`src/rtl/instr_fifo.sv`:
```
// -----------------------------------------------------------------------------
// instr_fifo
//   Decoder-to-dispatch micro-instruction queue. A DP-deep circular buffer with
//   first-word fall-through at the head. Fullness, emptiness and occupancy are
//   derived only from the pointer registers, so no input reaches them
//   combinationally. A flush discards every entry on the next edge.
//
// Ports
//   CLK                 in   1         clock, rising edge
//   RSTn                in   1         asynchronous active-low reset
//   instrFifo_push      in   1         write request from the decoder
//   decode_microInstr   in   DW        write data
//   instrFifo_full      out  1         occupancy == DP
//   dispatch_pop        in   1         read request from dispatch
//   instrFifo_empty     out  1         occupancy == 0
//   dispatch_microInstr out  DW        head entry (fall-through)
//   instrFifo_count     out  AW+1      occupancy, 0..DP
//   flush               in   1         discard all entries
// -----------------------------------------------------------------------------
`ifndef DECODE_INFO_DW
`define DECODE_INFO_DW 32
`endif

module instr_fifo #(
  parameter int DW = `DECODE_INFO_DW,
  parameter int DP = 4
) (
  input  logic                     CLK,
  input  logic                     RSTn,
  input  logic                     instrFifo_push,
  input  logic [DW-1:0]            decode_microInstr,
  output logic                     instrFifo_full,
  input  logic                     dispatch_pop,
  output logic                     instrFifo_empty,
  output logic [DW-1:0]            dispatch_microInstr,
  output logic [$clog2(DP):0]      instrFifo_count,
  input  logic                     flush
);

  localparam int AW = $clog2(DP);

  // Pointers carry one extra wrap bit so full and empty are distinguishable
  // when the index bits coincide.
  logic [AW:0]   wr_ptr_q, wr_ptr_d;
  logic [AW:0]   rd_ptr_q, rd_ptr_d;
  logic [DW-1:0] mem_q [DP];
  logic [DW-1:0] mem_d [DP];

  logic [AW-1:0] wr_idx;
  logic [AW-1:0] rd_idx;
  logic          push_ok;
  logic          pop_ok;

  assign wr_idx = wr_ptr_q[AW-1:0];
  assign rd_idx = rd_ptr_q[AW-1:0];

  assign instrFifo_empty = (wr_ptr_q == rd_ptr_q);
  assign instrFifo_full  = (wr_idx == rd_idx) && (wr_ptr_q[AW] != rd_ptr_q[AW]);
  assign instrFifo_count = wr_ptr_q - rd_ptr_q;

  assign dispatch_microInstr = mem_q[rd_idx];

  // Acceptance is judged on registered full/empty, so a push at full is
  // dropped even when a pop frees a slot in the same cycle.
  assign push_ok = instrFifo_push && !instrFifo_full  && !flush;
  assign pop_ok  = dispatch_pop   && !instrFifo_empty && !flush;

  always_comb begin
    wr_ptr_d = wr_ptr_q;
    rd_ptr_d = rd_ptr_q;
    if (flush) begin
      wr_ptr_d = '0;
      rd_ptr_d = '0;
    end else begin
      if (push_ok) wr_ptr_d = wr_ptr_q + 1'b1;
      if (pop_ok)  rd_ptr_d = rd_ptr_q + 1'b1;
    end
  end

  always_comb begin
    for (int i = 0; i < DP; i++) mem_d[i] = mem_q[i];
    if (push_ok) mem_d[wr_idx] = decode_microInstr;
  end

  always_ff @(posedge CLK or negedge RSTn) begin
    if (!RSTn) begin
      wr_ptr_q <= '0;
      rd_ptr_q <= '0;
    end else begin
      wr_ptr_q <= wr_ptr_d;
      rd_ptr_q <= rd_ptr_d;
    end
  end

  // Storage is cleared on reset so the head never shows X after reset.
  generate
    for (genvar gi = 0; gi < DP; gi++) begin : g_entry
      always_ff @(posedge CLK or negedge RSTn) begin
        if (!RSTn) mem_q[gi] <= '0;
        else       mem_q[gi] <= mem_d[gi];
      end
    end
  endgenerate

endmodule
```
`config.mk`:
```
export PLATFORM = sky130hd
export DESIGN_NAME = instr_fifo
export DESIGN_NICKNAME = d
export VERILOG_FILES = /design/src/rtl/instr_fifo.sv
export SDC_FILE = /design/constraint.sdc
export NUM_CORES = 1
export LEC_CHECK = 0
export CORE_ASPECT_RATIO = 0.8
export CORE_MARGIN = 4
export CORE_UTILIZATION = 45
export CTS_BUF_LIST = sky130_fd_sc_hd__clkbuf_16
export DETAILED_ROUTE_END_ITERATION = 8
export GPL_TIMING_DRIVEN = 0
export PLACE_DENSITY = 0.67
export SKIP_LAST_GASP = 1
export SLEW_MARGIN = 5
export SYNTH_ARGS = -nofsm -noshare
export SYNTH_HDL_FRONTEND = slang
export SYNTH_SLANG_ARGS = --single-unit
```
`constraint.sdc`:
```
create_clock -name CLK -period 4.5 [get_ports CLK]
set_input_delay 0.675 -clock CLK [delete_from_list [all_inputs] [get_ports CLK]]
set_output_delay 0.675 -clock CLK [all_outputs]
set_load 0.03 [all_outputs]
```
==> summary.txt <==
Status
  – Status: finished clean

Critical path
  – Critical path origin: rd_ptr_q[1]
  – Critical Path RT: 3.83 ns
  – Critical Setup Path Class: flip-flop to output port
  – Cell count of the worst reg-to-reg path: 9
  – Setup crit end kind: output port
  – CP most frequent cell: clkbuf_1
  – Startpoint Class: flip-flop
  – Slowest CP cell: clkdlybuf4s50_1
  – Largest stage delay on the critical path: 0.67 ns
  – R2r startpoint: rd_ptr_q[1]
  – CP Cell Sequence: clkbuf_1 > clkbuf_1 > inv_1 > ha_1 > and2_1 > buf_2 > and2_2 > clkdlybuf4s50_1
  – CP max FO: 10
  – R2R Setup Slk: 1.19 ns
  – CP arrival: 3.47 ns
  – Worst reg2reg path endpoint: mem_q[48]

Clock network
  – CTS tree: yes
  – Clock Latency Late Sink: 0.41 ns
  – Clock Path Buffers: 2
  – Post-CTS sizing: 0
  – Hold Buf Count CTS: 0
  – Clock transition at path regs: 0.06 ns
  – Num CTS Buffers: 17
  – Postcts setup bufs: 0
  – Root buf cell: clkbuf_16
  – CTS sink count: 134
  – H-tree depth: 4

Synthesis
  – Synth Flop Type: dfrtp_1
  – Syn Inst Count: 367
  – Post-synth EDFFs: 0
  – Post-synth top cells: dfrtp_1, mux2_2, mux4_2, buf_6
  – Synth Register Bits: 134
  – Synth area leader: dfrtp_1
  – Cell Area, Synth: 6160 um^2
  – Syn nets: 412
  – Area contributors post-synth: dfrtp_1, mux2_2, mux4_2
  – Synth unique cells: 33
  – Ys Warns: 0
  – Count leader, synth: dfrtp_1
  – Mean post-synth cell area: 16.8 um^2
  – Sequential-to-total area share from yosys stat: 54.4%
  – Area share of the largest cell type after synthesis: 54.4%
  – Asr flop ratio synth: 100%

GRT
  – Largest net degree at the start of global routing: 74
  – Grt ovf: 0
  – Vias in the first global route: 3,840
  – Antenna violations before repair: 0
  – First-pass GRT wire length: 20.6 mm
  – All-Layer GR Usage: 16.8%

Floorplanning
  – Die Span X: 139 um
  – FP Rows: 37
  – Placeable Area: 13,100 um^2
  – Chip Height: 113 um
  – Initial core utilization: 46.9%
  – I/O Pins: 74
  – Die area: 15,600 um^2

Route
  – Total vias in the final route: 3,425
  – Via density: 5.29
  – Post-DRT Antenna Nets: 0
  – 1st-pass router iterations: 4
  – WL final: 12.2 mm
  – Wirelength per Cell: 18.8 um
  – DR iter-0 viols: 95
  – DRC errors left: 0

Pwr
  – Pwr Density: 648 nW/um^2
  – Max VDD drop: 300 uV
  – P_leak: 3.29 nW
  – PnR Total Power: 5.04 mW

Timing
  – Period utilization: 92.1%
  – RSZ-0062 raised after global routing: false
  – Achievable frequency: 241 MHz
  – Clock Skews: 0.00635 ns
  – Worst Tran Pin Value: 0.725 ns
  – Final setup vio count: 0
  – Max-slew violation total from the final report: 0
  – Setup TNS: 0 ns
  – Hold Slack: 0.229 ns
  – Final Hold Fails: 0
  – Fin crit period: 4.14 ns
  – Worst slew margin: 51.6%

Finish
  – Layout fillers: 1,019
  – Fin nets: 505
  – Share of cells above drive strength 1: 46.2%
  – Inserted Diodes: 0
  – Area added between synthesis and finish: 26.2%
  – Fin cells: 647

Placement
  – Port Buffer Count: 73
  – Placed cells: 616
  – Final GP Congestion: 0.742
  – HPWL Detailed: 8.14 mm

Job
  – Max Cap Violations: 0

Hold path
  – Hold Path Class: primary input to async pin
-- logic make-up (layout without fill, tap and decap cells) --
logic type,Yosys count,after routing,share of synthesized area (%)
and+or+nand+nor,15,15,1.26
DFF,134,134,54.4
adders and majority gates,8,8,1.75
buffers and inverters,31,136,3.47
xor gates and xnor gates,2,2,0.406
AOI/OAI and AO/OA,14,14,2.60
muxes,163,163,36.1
-- cell type report --
type | count | area [um^2] | area share [%]
Clock buffer | 17 | 425 | 5.47
Sequential cell | 134 | 3350 | 43.1
Clock inverter | 14 | 209 | 2.69
Buffer | 23 | 184 | 2.37
Multi-Input combinational cell | 202 | 2590 | 33.4
Inverter | 8 | 30.0 | 0.386
Tap cell | 175 | 219 | 2.82
Timing Repair Buffer | 74 | 759 | 9.77
-- state kept, by name, summed over array words and instances (netlist names) --
register  flops
mem_q       128
rd_ptr_q      3
wr_ptr_q      3
-- worst max-delay path, delay by kind of cell, from the launching register on --
family	cells	cell delay, ns
buf+inv	5	2.03
flops	1	0.35
fa+ha+maj	1	0.35
simple gates	2	0.33
-- stage by stage --
stage	utilization (%)	instance area, um^2	setup WS, ns
after global routing	59.1	7770	0.127
after CTS	59.1	7770	0.320
final	59.1	7770	0.357
after floorplan	-	6160	1.84
after detailed placement	54.3	7140	0.774
after global placement	54.1	7110	-2.44
-- worst max path at each step --
stage / to / slack [ns] / depth (start not counted)
floorplan: mem_q[52] / 1.84 / 9
finish: instrFifo_full / 0.36 / 8
CTS: instrFifo_full / 0.32 / 8
global route: instrFifo_full / 0.13 / 8
global placement: wr_ptr_q[0] / -2.44 / 1
detailed placement: instrFifo_full / 0.77 / 8
-- routing by layer --
metal	routed length [um]	track usage [%]	part of all wire, %	vias to the layer above
met4	105	4.50	0.86	0
met3	462	5.15	3.8	11
li1	-	-	-	1549
met1	5770	23.0	47	1803
met2	5850	26.4	48	62
met5	0	0	0	-
-- power breakdown --
part	total [mW]	leakage, nW	switching (mW)	internal (mW)
registers	1.83	1.68	0.204	1.63
clock network	1.49	0.304	0.515	0.975
logic	1.72	1.30	0.780	0.937
-- cell usage in the layout, fill, tap and decap left out, drive strengths merged, types with 2 or more instances in the layout --
| cell | n |
|---|---|
| a211oi | 5 |
| dfrtp | 134 |
| mux4 | 32 |
| mux2 | 130 |
| a311o | 2 |
| bufinv | 5 |
| nand2 | 6 |
| o21a | 2 |
| nor2 | 4 |
| clkdlybuf4s50 | 72 |
| clkinvlp | 2 |
| and2 | 2 |
| clkbuf | 21 |
| clkinv | 7 |
| inv | 8 |
| buf | 21 |
| ha | 7 |
Power figures use the tool's default switching activity.
